`src/rtl/uart_receiver.sv`:
```
// 8N1 UART receiver: 2-flop input synchronizer, mid-bit sampling from a programmable
// bit period, held-valid/ack output register, framing-error and overrun pulses.
module uart_receiver #(
  parameter int CLK_DIV  = 5208,
  parameter int HALF_DIV = CLK_DIV / 2
) (
  input  logic       clk_in,
  input  logic       reset,
  input  logic       uart_in,
  input  logic       data_ack,
  output logic [7:0] data_out,
  output logic       data_valid,
  output logic       frame_err,
  output logic       overrun,
  output logic       busy
);

  localparam int CW = (CLK_DIV > 1) ? $clog2(CLK_DIV) : 1;
  localparam logic [CW-1:0] BIT_RELOAD  = CW'(CLK_DIV - 1);
  localparam logic [CW-1:0] HALF_RELOAD = CW'(HALF_DIV - 1);

  typedef enum logic [2:0] {
    S_IDLE,
    S_START,
    S_DATA,
    S_STOP,
    S_BREAK
  } state_t;

  state_t        state_q, state_d;
  logic          sync1_q, sync2_q;
  logic [CW-1:0] cnt_q, cnt_d;
  logic [2:0]    bit_idx_q, bit_idx_d;
  logic [7:0]    shift_q, shift_d;
  logic [7:0]    data_out_q, data_out_d;
  logic          data_valid_q, data_valid_d;
  logic          frame_err_q, frame_err_d;
  logic          overrun_q, overrun_d;
  logic          rx_s;

  assign rx_s = sync2_q;

  always_comb begin
    state_d      = state_q;
    cnt_d        = cnt_q;
    bit_idx_d    = bit_idx_q;
    shift_d      = shift_q;
    data_out_d   = data_out_q;
    data_valid_d = data_valid_q;
    frame_err_d  = 1'b0;
    overrun_d    = 1'b0;

    // A consumer ack retires the held byte; a delivery below may override this.
    if (data_valid_q && data_ack) begin
      data_valid_d = 1'b0;
    end

    case (state_q)
      S_IDLE: begin
        if (!rx_s) begin
          state_d = S_START;
          cnt_d   = HALF_RELOAD;
        end
      end
      S_START: begin
        if (cnt_q != '0) begin
          cnt_d = cnt_q - 1'b1;
        end else if (!rx_s) begin
          state_d   = S_DATA;
          bit_idx_d = 3'd0;
          cnt_d     = BIT_RELOAD;
        end else begin
          state_d = S_IDLE;
        end
      end
      S_DATA: begin
        if (cnt_q != '0) begin
          cnt_d = cnt_q - 1'b1;
        end else begin
          shift_d = {rx_s, shift_q[7:1]};
          cnt_d   = BIT_RELOAD;
          if (bit_idx_q == 3'd7) begin
            state_d = S_STOP;
          end else begin
            bit_idx_d = bit_idx_q + 3'd1;
          end
        end
      end
      S_STOP: begin
        if (cnt_q != '0) begin
          cnt_d = cnt_q - 1'b1;
        end else if (rx_s) begin
          state_d = S_IDLE;
          // Same-cycle ack frees the holding register, so the new byte is not lost.
          if (!data_valid_q || data_ack) begin
            data_out_d   = shift_q;
            data_valid_d = 1'b1;
          end else begin
            overrun_d = 1'b1;
          end
        end else begin
          frame_err_d = 1'b1;
          state_d     = S_BREAK;
        end
      end
      S_BREAK: begin
        if (rx_s) begin
          state_d = S_IDLE;
        end
      end
      default: state_d = S_IDLE;
    endcase
  end

  always_ff @(posedge clk_in) begin
    if (reset) begin
      state_q      <= S_IDLE;
      sync1_q      <= 1'b1;
      sync2_q      <= 1'b1;
      cnt_q        <= '0;
      bit_idx_q    <= 3'd0;
      shift_q      <= 8'd0;
      data_out_q   <= 8'd0;
      data_valid_q <= 1'b0;
      frame_err_q  <= 1'b0;
      overrun_q    <= 1'b0;
    end else begin
      state_q      <= state_d;
      sync1_q      <= uart_in;
      sync2_q      <= sync1_q;
      cnt_q        <= cnt_d;
      bit_idx_q    <= bit_idx_d;
      shift_q      <= shift_d;
      data_out_q   <= data_out_d;
      data_valid_q <= data_valid_d;
      frame_err_q  <= frame_err_d;
      overrun_q    <= overrun_d;
    end
  end

  assign data_out   = data_out_q;
  assign data_valid = data_valid_q;
  assign frame_err  = frame_err_q;
  assign overrun    = overrun_q;
  assign busy       = (state_q != S_IDLE);

endmodule

```
`config.mk`:
```
export PLATFORM = sky130hd
export DESIGN_NAME = uart_receiver
export DESIGN_NICKNAME = d
export VERILOG_FILES = /design/src/rtl/uart_receiver.sv
export SDC_FILE = /design/constraint.sdc
export NUM_CORES = 1
export LEC_CHECK = 0
export CAP_MARGIN = 40
export CORE_ASPECT_RATIO = 1.1
export CORE_UTILIZATION = 40
export CTS_CLUSTER_DIAMETER = 100
export DETAILED_ROUTE_END_ITERATION = 6
export HOLD_SLACK_MARGIN = 0.06
export MAX_ROUTING_LAYER = met4
export PLACE_DENSITY = 0.59
export SYNTH_ARGS = -nofsm -noshare
export SYNTH_HDL_FRONTEND = slang
export SYNTH_SLANG_ARGS = --single-unit
```
`constraint.sdc`:
```
create_clock -name clk_in -period 2.3 [get_ports clk_in]
set_clock_uncertainty 0.05 [all_clocks]
set_input_delay 0.575 -clock clk_in [delete_from_list [all_inputs] [get_ports clk_in]]
set_output_delay 0.575 -clock clk_in [all_outputs]
set_load 0.02 [all_outputs]
```
Yosys cells after proc, flatten, opt, wreduce, memory -nomap -nowiden
Index checks and enable logic that the tools add are counted.
{"block": "word_totals", "ff_bits": 40, "in_bits": 4, "out_inout_bits": 12}
{"block": "op_classes", "bitwise_logic": 3, "eq_ne": 15, "n_reduce_logical": 15, "n_addsub": 2, "n_mux": 27}
{"cell": "$mux 13", "n": 5}
{"cell": "$pmux 13 s4", "n": 1}
{"cell": "$mux 3", "n": 11}
{"cell": "$ne 2x2->1 const B", "n": 9}
{"cell": "$pmux 3 s5", "n": 1}
{"cell": "$reduce_bool 13->1", "n": 1}
{"cell": "$sub 13x1->13 const B", "n": 1}
{"cell": "$reduce_and 4->1", "n": 2}
{"cell": "$mux 1", "n": 7}
{"cell": "$eq 3x2->1 const B", "n": 2}
{"cell": "$eq 3x3->1 const B", "n": 2}
{"cell": "$pmux 3 s2", "n": 1}
{"cell": "$reduce_and 6->1", "n": 1}
{"cell": "$reduce_and 5->1", "n": 1}
{"cell": "$reduce_bool 4->1", "n": 1}
{"cell": "$reduce_or 4->1", "n": 1}
{"cell": "$add 3x1->3 const B", "n": 1}
{"cell": "$eq 3x1->1 const B", "n": 1}
{"cell": "$logic_not 3->1", "n": 1}
{"cell": "$ne 3x3->1 const B", "n": 1}
{"cell": "$not 1->1", "n": 3}
{"cell": "$reduce_bool 3->1", "n": 1}
{"cell": "$reduce_or 3->1", "n": 1}
{"cell": "$mux 2", "n": 1}
{"cell": "other kinds (5)", "n": 5}

Logic depth before layout (Yosys ltp)
Gate-level depths: netlist (run 1).
{"block": "depth", "depth_word": 6, "mapped_depth": 8}

Least setup slack after synthesis (run 1)
Ideal clock, no wire load.
{"block": "synth_path", "path_type": "register to register", "startpoint": "reg cnt_q[0]", "endpoint": "reg cnt_q[7]", "n_path_buf": 0, "t_required_ps": 2133, "setup_ps": 117, "path_slack_ps": 182, "path_stages_with_launch": 8, "arrival_ps": 1951, "path_cell_list": "dfxtp_1 > inv_1 > ha_1 > or4b_1 > nor4_4 > o22a_2 > o22ai_1 > a22o_2"}
{"block": "synth_between", "elab_chain_len": 3}
{"element": "start, declared", "line_no": "32", "rtl": "logic [CW-1:0] cnt_q, cnt_d;"}
{"element": "start signal, assigned", "line_no": "131", "rtl": "cnt_q <= cnt_d;"}
{"element": "$sub 13x1->13 or $reduce_bool 13->1 (tied branches)"}
{"element": "$mux 13, or another cell as far along", "line_no": "90", "rtl": "if (cnt_q != '0) begin"}
{"element": "$pmux 13 s4 or $reduce_and 4->1 (tied branches)"}
Parallel ways exist; a longest one is shown, timed or not. The select of a mux whose other input is x is not followed.
A chain may end at the register's enable or synchronous reset.

Final worst setup path (run 1)
{"block": "layout_path", "startpoint": "reg state_q[1]", "endpoint": "out busy"}
{"block": "layout_between", "elab_chain_len": 1}
{"element": "start, declared", "line_no": "30", "rtl": "state_t state_q, state_d;"}
{"element": "start signal, assigned", "line_no": "128", "rtl": "state_q <= state_d;"}
{"element": "$reduce_bool 3->1", "line_no": "145", "rtl": "assign busy = (state_q != S_IDLE);"}
{"element": "end, declared", "line_no": "15", "rtl": "output logic busy"}
No other way between the ends.

==> results of run 1 <==
[flip-flops by register name (all words and copies together), names as in the netlist]
signal      flops
state_q         3
cnt_q          13
data_valid      1
data_out        8
shift_q         8
sync1_q         1
frame_err       1
overrun         1
bit_idx_q       3
rx_s            1
[worst reg2reg max path: cells and delay by family, from the launching register on]
family / cells / cell delay [ns]
flip-flops: 1 / 0.33
adder cells (fa/ha/maj): 1 / 0.14
AND/OR/NAND/NOR: 3 / 0.76
buffers and inverters: 2 / 0.29
AO/OA/AOI/OAI: 2 / 0.43
[power breakdown]
group / total [mW] / internal (mW) / switching (mW) / leakage (nW)
Sequential: 0.732 / 0.712 / 0.0199 / 0.324
Combinational: 0.332 / 0.144 / 0.188 / 0.584
Clock: 0.504 / 0.243 / 0.261 / 0.0434
[metrics by stage]
step,total power [mW],utilization
after floorplan,0.989,-
after global placement,1.07,0.467
after detailed placement,1.07,0.467
after CTS,1.57,0.487
after global routing,1.65,0.489
final,1.57,0.489
[worst max-delay path by stage]
stage	startpoint	end	slack, ns	depth (start not counted)
6_report	state_q[1]$_SDFFE_PP0P_	busy	0.08	2
4_1_cts	state_q[1]$_SDFFE_PP0P_	busy	0.07	2
5_1_grt	state_q[1]$_SDFFE_PP0P_	busy	0.02	2
3_5_place_dp	cnt_q[1]$_SDFFE_PP0P_	cnt_q[7]$_SDFFE_PP0P_	0.12	8
3_3_place_gp	cnt_q[1]$_SDFFE_PP0P_	cnt_q[10]$_SDFFE_PP0P_	0.19	8
2_1_floorplan	cnt_q[0]$_SDFFE_PP0P_	cnt_q[7]$_SDFFE_PP0P_	0.18	7
[placed cells by master, fill, tap and decap left out, drive strengths merged, types with 2 or more instances in the layout]
master          n
a211oi          4
a21o            3
a21oi          14
a22o            2
a22oi           2
a311oi          2
buf            11
clkbuf          6
clkdlybuf4s50  15
clkinvlp        2
dfxtp          40
ha              4
inv             2
mux2i          20
nand2          14
nand2b          6
nand3           2
nand3b          2
nor2           33
nor3           15
nor3b           2
nor4            5
o21ai           4
o22ai           2
or2             4
or3             5
[layer usage]
metal / global-route usage / part of all wire / up-vias
met5: - / 0 / -
met4: 0.0612 / 0.016 / 0
met3: 0.0412 / 0.050 / 7
met2: 0.259 / 0.46 / 39
met1: 0.217 / 0.47 / 759
li1: - / - / 812
[layout make-up]
type,count,area (sq um)
clock buffer,6,82.6
fill,456,2410
timing repair buffer,26,245
clock inverter,2,15.0
sequential,40,801
inverter,2,7.51
tap,56,70.1
multi-input combinational,162,1080
[timing repair]
action                                 in CTS  in global routing
setup endpoints to repair                   0                  2
endpoints found under the hold margin       0                  0
resized for setup                           0                  2
hold buffers                                0                  0
[kinds of logic after synthesis]
family / Yosys count / share of synthesized area
multiplexers: 20 / 0.101
AND/OR/NAND/NOR: 96 / 0.267
flip-flops: 40 / 0.403
adder cells (fa/ha/maj): 4 / 0.0252
buffers and inverters: 16 / 0.0548
AO/OA/AOI/OAI: 40 / 0.140
XOR/XNOR: 2 / 0.00882
==> impl_results.md, run 1 <==
* Antenna Nets Post-Route at 0
* CTS buffer count at 5
* Average wire per standard cell at 14.1 um
* Worst flop-to-flop path endpoint: cnt_q[8]$_SDFFE_PP0P_
* Slowest-stage cell, CP: clkdlybuf4s50_1
* Total number of vias at 1617
* Port Buffer Count at 15
* Number of detailed-route iterations in the first pass at 4
* Synth area leaders: dfxtp_1, mux2i_1, nor2_1
* Placed instance count at 286
* Die area at 5250 sq um
* Vias per inst at 5.50
* Crit path max-delay family: buffers and inverters
* Number of max-cap violations at 0
* Final Cell Area at 2310 sq um
* Cell Area, Synth at 1990 sq um
* Drt total wl at 4140 um
* Share of the synthesized area in the top cell type at 0.403
* R2R cell count at 8
* Final worst slack at 0.0811 ns
* CTS Root Cell: clkbuf_8
* Fin cells at 294
* Final hold slack at 0.366 ns
* Min-delay src: sync1_q$_SDFF_PP1_
* Worst Hold Class: reg2reg
* Number of DRC markers in iteration 0 at 69
* Initial antenna violation count at 0
* Ys async rst share at 0
* Layout cells sized above 1 at 0.168
* Vias in the first global route at 1481
* Clk Latency, worst-skew pair at 0.29 ns
* Status: completed
* Rows at 26
* Area Growth Syn to Fin at 16.1%
* Residual DRC at 0
* Tot GR Track Use at 0.170
* Fin. max-slew vios at 0
* Crit end category: primary output
* Max_slew headroom at 0.684
* CTS tree: done
* Synth top cells by count: dfxtp_1, nor2_1, mux2i_1
* Post-synth top flop: dfxtp_1
* Cell area after placement at 2200 sq um
* WP data arrival at 1.59 ns
* Largest net degree at the start of global routing at 26
* DIE HEIGHT at 75.9 um
* CP bufs+invs at 1
* Final TNS setup at 0 ns
* Final setup viols at 0
* Post-synth EDFFs at 0
* Clock Pin Slew Worst Setup and Hold Paths at 0.08 ns
* Nets@finish at 245
* Mean Syn Cell Area at 9.11 sq um
* Critical path class: reg2out
* Initial core utilization at 0.421
* Post-synth cell types at 51
* PD cells at 680 nW/um^2
* Ports at 16
* Seq/Total Area, Yosys at 0.403
* Worst-path maximum fanout at 12
* Syn nets at 226
* H-tree depth at 2
* Crit path time final at 2.22 ns
* Synth Register Bits at 40
* Clock Path Buffers at 2
* Area leader, netlist: dfxtp_1
* RSZ-0062 raised after global routing: false
* Critical path startpoint category: flip-flop
* Worst Hold Depth at 1
* Mapped Cells at 218
* Final Hold Viols at 0
* Internal reg-to-reg setup slack at 0.19 ns
* Gpl congestion at 0.835
* Core Region at 4720 sq um
* Final Cycle Share at 0.965
* CP peak stage delay at 0.54 ns
* Top-count cell post-synth: dfxtp_1
* Worst IR drop on VDD at 343 uV
* Hpwl dp at 2890 um
* Worst-margin pin slew at 0.473 ns
* N_diodes at 0
* R2R Path Start: cnt_q[1]$_SDFFE_PP0P_
* Worst path required time at 1.67 ns
* Max Clock Freq at 451 MHz
* WHS Endpoint: rx_s$_SDFF_PP1_
* # clock sinks at 40
* Place WS at 0.122 ns
* Pleak at 0.952 nW
* Global route overflow at 0
* Die width at 69.2 um
* Critical-path cell list: or3_1 -> clkdlybuf4s50_1
* Warnings, synthesis at 0
* First-pass GRT wire length at 7020 um
* Setup bufs post-CTS at 0
Power figures use the tool's default switching activity.
==> inputs of run 2 (changes only) <==
--- a/config.mk
+++ b/config.mk
@@ -10,6 +10,7 @@
 export CORE_UTILIZATION = 40
 export CTS_CLUSTER_DIAMETER = 100
 export DETAILED_ROUTE_END_ITERATION = 6
+export GPL_ROUTABILITY_DRIVEN = 0
 export HOLD_SLACK_MARGIN = 0.06
 export MAX_ROUTING_LAYER = met4
 export PLACE_DENSITY = 0.59
==> results of run 2 <==
No change in the layout: final DEF, timing and power equal those of run 1.
==> inputs of run 3 (changes only) <==
--- a/config.mk
+++ b/config.mk
@@ -10,7 +10,6 @@
 export CORE_UTILIZATION = 40
 export CTS_CLUSTER_DIAMETER = 100
 export DETAILED_ROUTE_END_ITERATION = 6
-export GPL_ROUTABILITY_DRIVEN = 0
 export HOLD_SLACK_MARGIN = 0.06
 export MAX_ROUTING_LAYER = met4
 export PLACE_DENSITY = 0.59
==> results of run 3 <==
No change in the layout: final DEF, timing and power equal those of run 1.
